==> config.mk <==
export PLATFORM = sky130hd
export DESIGN_NAME = mdu_ctrl
export DESIGN_NICKNAME = d
export VERILOG_FILES = /design/src/rtl/mdu_ctrl.sv
export SDC_FILE = /design/constraint.sdc
export NUM_CORES = 1
export LEC_CHECK = 0
export BUFFER_PORTS_ARGS = -buffer_cell sky130_fd_sc_hd__buf_4
export CELL_PAD_IN_SITES_DETAIL_PLACEMENT = 1
export CELL_PAD_IN_SITES_GLOBAL_PLACEMENT = 2
export CORE_MARGIN = 2
export CORE_UTILIZATION = 29
export CTS_CLUSTER_DIAMETER = 40
export CTS_CLUSTER_SIZE = 12
export DETAILED_ROUTE_END_ITERATION = 10
export PLACE_DENSITY_LB_ADDON = 0.2
export SYNTH_ARGS = -nofsm -noshare
export SYNTH_HDL_FRONTEND = slang
export SYNTH_SLANG_ARGS = --single-unit
==> constraint.sdc <==
create_clock -name clk -period 5.6 [get_ports clk]
set_input_delay 0.56 -clock clk [delete_from_list [all_inputs] [get_ports clk]]
set_output_delay 0.56 -clock clk [all_outputs]
set_load 0.03 [all_outputs]
==> src/rtl/mdu_ctrl.sv <==
// mdu_ctrl: EX-stage multiply/divide sequencer (divider launch, stall, HI/LO hold).
// Define MDU_MUL_PIPE_EN for a registered two-cycle multiply.
module mdu_ctrl #(
  parameter int DIV_TIMEOUT = 40,
  parameter int CNT_W       = 6
) (
  input  logic        clk,
  input  logic        rst,
  input  logic        opvalidE,
  input  logic        is_divE,
  input  logic        mdIsSignE,
  input  logic [31:0] srcaE,
  input  logic [31:0] srcbE,
  input  logic        flushE,
  input  logic        stall_extE,
  output logic        div_start,
  output logic        div_cancel,
  output logic        div_signed,
  output logic [31:0] div_opa,
  output logic [31:0] div_opb,
  input  logic        div_ready,
  input  logic [63:0] div_result,
  input  logic [31:0] mul_hi,
  input  logic [31:0] mul_lo,
  output logic        stall_mdE,
  output logic        md_validE,
  output logic [31:0] md_hiE,
  output logic [31:0] md_loE,
  output logic        md_err
);

  localparam logic [1:0] IDLE = 2'd0;
  localparam logic [1:0] BUSY = 2'd1;
  localparam logic [1:0] DONE = 2'd2;

  localparam logic [CNT_W-1:0] CNT_LAST =
    CNT_W'(DIV_TIMEOUT - 1);

  logic [1:0]       state;
  logic [1:0]       stateNxt;
  logic [CNT_W-1:0] cnt;
  logic             live;
  logic [31:0]      hiQ;
  logic [31:0]      loQ;
  logic             errQ;
  logic [31:0]      opaQ;
  logic [31:0]      opbQ;
  logic             sgnQ;

  logic isIdle;
  logic isBusy;
  logic isDone;
  logic divReq;
  logic divZero;
  logic divLaunch;
  logic mulReq;
  logic mulStall;
  logic mulComb;
  logic doneOk;
  logic timeout;
  logic showRes;

  // live drops with rst so every output is quiet while reset is held
  assign isIdle = live & (state == IDLE);
  assign isBusy = live & (state == BUSY);
  assign isDone = live & (state == DONE);

  assign divReq    = isIdle & opvalidE & is_divE & ~flushE;
  assign divZero   = divReq & (srcbE == 32'd0);
  assign divLaunch = divReq & (srcbE != 32'd0);
  assign mulReq    = isIdle & opvalidE & ~is_divE & ~flushE;

`ifdef MDU_MUL_PIPE_EN
  assign mulStall = mulReq;
  assign mulComb  = 1'b0;
`else
  assign mulStall = 1'b0;
  assign mulComb  = mulReq;
`endif

  assign doneOk  = isBusy & div_ready & ~flushE;
  assign timeout = isBusy & ~flushE & ~div_ready
                 & (cnt == CNT_LAST);
  assign showRes = isDone & ~flushE;

  assign div_start  = divLaunch;
  assign div_cancel = (isBusy & flushE) | timeout;
  assign div_signed = sgnQ;
  assign div_opa    = opaQ;
  assign div_opb    = opbQ;

  assign stall_mdE = divReq | mulStall | isBusy;
  assign md_validE = showRes | mulComb;
  assign md_hiE    = showRes ? hiQ
                   : mulComb ? mul_hi : 32'd0;
  assign md_loE    = showRes ? loQ
                   : mulComb ? mul_lo : 32'd0;
  assign md_err    = errQ;

  always_comb begin
    stateNxt = state;
    unique case (state)
      IDLE: begin
        if (divLaunch)
          stateNxt = BUSY;
        else if (divZero | mulStall)
          stateNxt = DONE;
      end
      BUSY: begin
        if (flushE)
          stateNxt = IDLE;
        else if (div_ready | timeout)
          stateNxt = DONE;
      end
      DONE: begin
        if (flushE | ~stall_extE)
          stateNxt = IDLE;
      end
      default: stateNxt = IDLE;
    endcase
  end

  always_ff @(posedge clk or negedge rst) begin
    if (!rst) begin
      live  <= 1'b0;
      state <= IDLE;
      cnt   <= '0;
      hiQ   <= 32'd0;
      loQ   <= 32'd0;
      errQ  <= 1'b0;
      opaQ  <= 32'd0;
      opbQ  <= 32'd0;
      sgnQ  <= 1'b0;
    end else begin
      live  <= 1'b1;
      state <= stateNxt;
      if (divLaunch) begin
        opaQ <= srcaE;
        opbQ <= srcbE;
        sgnQ <= mdIsSignE;
      end
      if (divLaunch)
        cnt <= '0;
      else if (isBusy)
        cnt <= cnt + 1'b1;
      if (divZero) begin
        hiQ <= srcaE;
        loQ <= 32'hFFFF_FFFF;
      end else if (doneOk) begin
        hiQ <= div_result[63:32];
        loQ <= div_result[31:0];
      end else if (timeout) begin
        hiQ <= 32'd0;
        loQ <= 32'd0;
      end else if (mulStall) begin
        hiQ <= mul_hi;
        loQ <= mul_lo;
      end
      if (timeout)
        errQ <= 1'b1;
    end
  end

endmodule
==> run metrics, run 1 <==
status finished clean; r2r setup slk 2.38 ns; Layout Nets 1057; synthesized cell area 6480 µm²; Clock Skew 0.00660 ns; DP HPWL 17500 µm; via count 6010; sequential share of the synthesized area 53.7%; GRT Total Usage 20.2%; most frequent cells after synthesis dfrtp_1, mux2_2, a22o_1, clkbuf_1, nor4_1; #FFs+latches synth 139; total congestion overflow 0; vias per inst 5.23; Yosys top cell by area dfrtp_1; Core ar. 21900 µm²; drt wl/cell 21.0 µm; # diodes 0; initial antenna violation count 0; H-tree depth 4; Final Hold Vio Count 0; P per Cell Area 338 nW/µm²; Area Overhead vs Synth 50.5%; DRT Wirelength 24100 µm; Most used DFF post-synth dfrtp_1; Clk Latency, worst-skew pair 0.42 ns; xor and xnor area share after synthesis 0.676%; measured slew at the worst slew-check pin 1.18 ns; Leak 4.64 nW; Mapped Nets 749; WP data arrival 3.54 ns; final cycle utilization of the critical path 57.5%; Die Y 154 µm; DRT Pass-1 Iters 4; largest net degree at the start of global routing 104; Cells after Synth 548; count leader, synth dfrtp_1; startpoint types flop; vias in the first global route 6559; root buffer cell clkbuf_16; Resized cells post-CTS 0; Mapped Avg Cell Area 11.8 µm²; largest family of logic cells by synthesized area compound AO/OA/AOI/OAI gates; Final Critical Period 3.22 ns; Antenna Nets Post-Route 0; WHS 0.241 ns; DR iter-0 viols 245; drt drc 0; Peak Freq 311 MHz; yosys warns 0; Adder-Cell Fraction of Synth Area 0.193%; r2r worst-path depth 5; input/output buffers 333; Compound-Gate Fraction of Synth Area 19.9%; total power 3.29 mW; Critical Path End Type flop; Async S/R FF share, synth 100%; mux contribution to synthesized area 11.5%; Die W 154 µm; final setup fails 0; total clock sinks 139; simple-gate share of the synthesized area 9.36%; setup_tns 0 ns; CP Data Required Time 5.92 ns; die footprint 23600 µm²; Core Rows 54; layout cell share with drive strength beyond 1 52.2%; Hold WC Path Type in2async; Final Max Tran Viols 0; first-pass GRT wire length 37700 µm; Reg clk slew, reported paths 0.06 ns; Initial Util 29.6%; post-synthesis cell type count 40; ranking of synthesized cells by area dfrtp_1, mux2_2, a22o_1; number of synthesized flops with an enable pin 0; Post-CTS Setup Bufs 0; clk buf depth 2; TritonCTS clock tree built; cts bufs inserted 17; Max Cap Viol 0; maximum VDD drop 0.000175 V; Setup CP Type reg2reg; GPL Wtd Cong 0.821; crit path max fanout 39; Yosys top cell area share 53.7%; CTS Hold Bufs 0; worst rel slew slack 21.3%; RSZ-0062 raised after global routing false; io pins 334
per-layer routing:
metal  GRT usage (%)  part of all wire (%)  up-vias
li1                -                     -     2741
met1            25.3                    42     3001
met2            34.3                    49      240
met3            5.64                   7.5       28
met4            5.77                   1.6        0
met5               0                     0        -
placed cells by master (no fill, tap or decap), types with 2 or more instances in the layout:
| cell | n |
|---|---|
| o21ai_0 | 32 |
| clkinv_4 | 3 |
| or3_1 | 2 |
| clkbuf_16 | 17 |
| xnor2_1 | 4 |
| and2_1 | 6 |
| nand2b_1 | 2 |
| inv_1 | 4 |
| nand4_1 | 4 |
| nand2_1 | 37 |
| a31oi_1 | 32 |
| clkinvlp_4 | 3 |
| nor4_1 | 40 |
| and3_1 | 2 |
| dfrtp_1 | 139 |
| mux2_2 | 66 |
| a221o_1 | 32 |
| inv_6 | 6 |
| buf_4 | 344 |
| a22o_1 | 64 |
| nor3_1 | 3 |
| a21oi_1 | 2 |
cell type report:
cell class	count	area [µm²]
Fill cell	2388	12100
Sequential cell	139	3480
Multi-Input combinational cell	349	2740
Timing Repair Buffer	345	2590
Clock buffer	18	439
Tap cell	280	350
Clock inverter	14	136
Inverter	4	15.0
metrics by stage:
stage / setup slack, ns / util, % / cell area [µm²] / instances
2_1_floorplan: 3.07 / - / 6480 / 548
3_3_place_gp: 2.26 / 41.9 / 9180 / 1117
3_5_place_dp: 2.10 / 41.9 / 9180 / 1117
4_1_cts: 2.33 / 44.6 / 9760 / 1149
5_1_grt: 2.13 / 44.6 / 9760 / 1149
6_report: 2.38 / 44.6 / 9760 / 1149
flip-flops by register name, summed over array words and instances (netlist names):
| register | count |
|---|---|
| cnt | 6 |
| loQ | 32 |
| div_opb | 32 |
| div_opa | 32 |
| live | 1 |
| state | 2 |
| div_signed | 1 |
| md_err | 1 |
| hiQ | 32 |
report_power, final:
group          switching, mW  internal (mW)  total, mW
registers              0.130           1.21       1.34
clock network          0.470          0.632       1.10
logic                  0.455          0.401      0.856
total                   1.06           2.24       3.29
worst paths after layout:
kind	start	to
max reg2reg	state[1]	hiQ[21]
max	state[1]	hiQ[21]
max in group asynchronous	rst	state[0]
min	rst	div_opb[4]
min reg2reg	md_err	md_err
min in group clk	div_result[10]	loQ[10]
logic make-up after synthesis:
group / Yosys count
AO/OA/AOI/OAI: 167
flip-flops: 139
AND/OR/NAND/NOR: 109
multiplexers: 66
buffers and inverters: 60
XOR/XNOR: 5
adder cells (fa/ha/maj): 1
other: 1
critical path: stages, from the launching register on:
cell and delay [ns]:
dfrtp_1 0.43, nand4bb_2 0.90, nor2_4 0.86, buf_4 0.55, nand2_1 0.13, a31oi_1 0.21
Note: power is estimated with default switching activity, not from simulation.
==> inputs of run 2 (changes only) <==
--- a/config.mk
+++ b/config.mk
@@ -5,11 +5,12 @@
 export SDC_FILE = /design/constraint.sdc
 export NUM_CORES = 1
 export LEC_CHECK = 0
+export ABC_AREA = 1
 export BUFFER_PORTS_ARGS = -buffer_cell sky130_fd_sc_hd__buf_4
 export CELL_PAD_IN_SITES_DETAIL_PLACEMENT = 1
 export CELL_PAD_IN_SITES_GLOBAL_PLACEMENT = 2
 export CORE_MARGIN = 2
-export CORE_UTILIZATION = 29
+export CORE_UTILIZATION = 22
 export CTS_CLUSTER_DIAMETER = 40
 export CTS_CLUSTER_SIZE = 12
 export DETAILED_ROUTE_END_ITERATION = 10
==> constraint.sdc (replaced) <==
create_clock -name clk -period 2.8 [get_ports clk]
set_input_delay 0.28 -clock clk [delete_from_list [all_inputs] [get_ports clk]]
set_output_delay 0.28 -clock clk [all_outputs]
set_load 0.03 [all_outputs]
==> run 2 against run 1 <==
Compared with the run above:
- core utilization decreased by 11 points
- design area up 8.4%
- cell count up 47%
- critical path depth is the same
- clock power grew 110%
- hold slack lost 0.19 ns
==> run metrics, run 2 <==
maximum VDD drop 0.000339 V (+93%); most frequent cells after synthesis nand2_1, inv_1, dfrtp_1, nand3_1, o22ai_1; Compound-Gate Fraction of Synth Area 6.30% (-14 points); P per Cell Area 814 nW/µm² (+140%); Post-CTS Setup Bufs 0 (unchanged); total congestion overflow 0 (unchanged); measured slew at the worst slew-check pin 0.804 ns (-0.376 ns); most common cell after layout, fill and taps aside nand2_1; sequential share of the synthesized area 49.6% (-4.0 points); Peak Freq 413 MHz; Core Rows 65 (+20%); Max Cap Viol 0 (unchanged); Final Hold Vio Count 0 (unchanged); CP cell instances nor2_1 -> nand3_4 -> buf_4 -> o22ai_1 -> buf_4; layout cell share with drive strength beyond 1 30.4% (-22 points); Cells after Synth 961 (+75%); Mapped Avg Cell Area 7.29 µm² (-38%); Core ar. 31500 µm² (+44%); Top cell by count, worst path buf_4; GRT Total Usage 16.3% (-3.9 points); most frequent cells in the layout nand2_1, buf_4, inv_1; Reg clk slew, reported paths 0.07 ns (about the same); Initial Util 22.3% (-7.3 points); placed cell count 1661 (+49%); Yosys top cell by area dfrtp_1; setup_tns 0 ns (unchanged); largest net degree at the start of global routing 65 (-38%); status finished clean; final setup fails 0 (unchanged); Clk Latency, worst-skew pair 0.42 ns (about the same); met1 WL 12100 µm (+19%); WP data arrival 2.14 ns (-1.40 ns); placed cell area 9980 µm² (+8.8%); first-pass GRT wire length 42100 µm (+12%); Most used DFF post-synth dfrtp_1; worst rel slew slack 46.4% (+25 points); Adder-Cell Fraction of Synth Area 0.179% (-0.014 points); vias per inst 4.20 (-20%); Die Y 182 µm (+19%); post-synthesis cell type count 29 (-28%); Yosys top cell area share 49.6% (-4.0 points); RSZ-0062 raised after global routing false; Async S/R FF share, synth 100% (unchanged); drt wl/cell 16.1 µm (-23%); initial antenna violation count 0 (unchanged); Critical Path End Type output pin; largest family of logic cells by synthesized area simple AND/OR/NAND/NOR gates; DRT Pass-1 Iters 4 (unchanged); clk buf depth 2 (unchanged); Post-Layout Cell Count 1694 (+47%); DP HPWL 19400 µm (+11%); simple-gate share of the synthesized area 30.6% (+21 points); Clock Skew 0.0134 ns (+0.00682 ns); via count 7108 (+18%); top routing layer used met4; #FFs+latches synth 139 (unchanged); Leak 5.93 nW (+28%); xor and xnor area share after synthesis 0.375% (-0.30 points); vias in the first global route 7381 (+13%); number of synthesized flops with an enable pin 0 (unchanged); io pins 334 (unchanged); count leader, synth nand2_1; cts bufs inserted 17 (unchanged); Final Max Tran Viols 0 (unchanged); Setup CP Type reg2out; FILL cells 3921 (+64%); startpoint types flop; Finished Cell Area 10600 µm² (+8.4%); met2 WL 12600 µm (+7.5%); H-tree depth 4 (unchanged); yosys warns 0 (unchanged); # diodes 0 (unchanged); synthesized cell area 7010 µm² (+8.1%); mux contribution to synthesized area 0% (-11 points); Final Critical Period 2.42 ns; ranking of synthesized cells by area dfrtp_1, nand2_1, inv_1; root buffer cell clkbuf_16; slowest cell delay on critical path 0.44 ns (-0.46 ns); Hold WC Path Type in2reg; CP Data Required Time 2.52 ns (-3.40 ns); Antenna Nets Post-Route 0 (unchanged); TritonCTS clock tree built; final cycle utilization of the critical path 86.5%; Layout Nets 1480 (+40%); DRT Wirelength 27200 µm (+13%); total clock sinks 139 (unchanged); DR iter-0 viols 263 (+7.3%); die footprint 33300 µm² (+41%); crit path max fanout 23 (-41%); FF/Latch Area 3480 µm² (unchanged); Die W 182 µm (+19%); WL met3 2230 µm (+24%); Area Overhead vs Synth 50.9%; Mapped Nets 1162 (+55%); drt drc 0 (unchanged); Max stage delay cell, worst path dfrtp_1; GPL Wtd Cong 0.743 (-9.5%); input/output buffers 333 (unchanged); area of the multi-input gates 2670 µm² (-2.6%)
## run 2: cell count changes after synthesis, sizes merged, moves of 34 or more
| cell | change |
|---|---|
| nand2 | +341 |
| inv | +166 |
| nand3 | +104 |
| mux2 | -66 |
| a22o | -64 |
| o22ai | +64 |
| nor4 | -40 |
| clkbuf | -35 |
| nor2 | +34 |
## run 2: cell families after synthesis
kind of cell,Yosys count
and+or+nand+nor,523
xor gates and xnor gates,3
buffers and inverters,223
adders and majority gates,1
AOI/OAI and AO/OA,71
DFF,139
other,1
## run 2: area by class of cell
| cell class | count | share of cell area (%) |
|---|---|---|
| Sequential cell | 139 | 32.9 |
| Inverter | 170 | 6.03 |
| Clock inverter | 12 | 1.32 |
| Clock buffer | 20 | 4.13 |
| Tap cell | 402 | 4.76 |
| Multi-Input combinational cell | 599 | 25.2 |
| Timing Repair Buffer | 352 | 25.6 |
## run 2: where the power goes
group	internal (mW)	total [mW]	switching, mW
Combinational	1.24	3.23	1.99
Clock	1.32	2.27	0.946
Sequential	2.70	3.11	0.407
Total	5.26	8.61	3.34
## run 2: critical path: cells and delay by family, from the launching register on
family | cells | cell delay, ns
and+or+nand+nor | 2 | 0.59
AOI/OAI and AO/OA | 1 | 0.16
buffers and inverters | 2 | 0.53
DFF | 1 | 0.44
## run 2: worst paths after layout
path	slack, ns	cells after the start	from	endpoint
max	0.38	5	state[0]	md_hiE[5]
max reg2reg	0.71	6	state[0]	div_opa[17]
min	0.06	3	mdIsSignE	div_signed
min in group asynchronous	0.40	2	rst	div_opa[10]
min reg2reg	0.48	1	md_err	md_err
max in group asynchronous	1.69	3	rst	div_opa[17]
## run 2: what timing repair did
action,in CTS,in global routing
gates resized for setup,0,1
endpoints found under the setup margin,0,4
hold buffers,1,0
endpoints found under the hold margin,52,0
## run 2: metrics by stage
stage                     hold WS, ns  setup slack (ns)  utilization, %  power [mW]
after floorplan               -0.0156             0.967               -        4.94
after global placement          0.313             0.593            31.7        6.38
after detailed placement        0.308             0.575            31.7        6.42
after CTS                      0.0325             0.121            33.6        8.77
after global routing           0.0494             0.239            33.6        9.18
final                          0.0560             0.379            33.6        8.61
## run 2: per-layer routing
layer / global-route usage, % / up-vias
met2: 26.7 / 226
li1: - / 3562
met4: 3.52 / 0
met1: 20.9 / 3306
met3: 5.47 / 14
met5: 0 / -
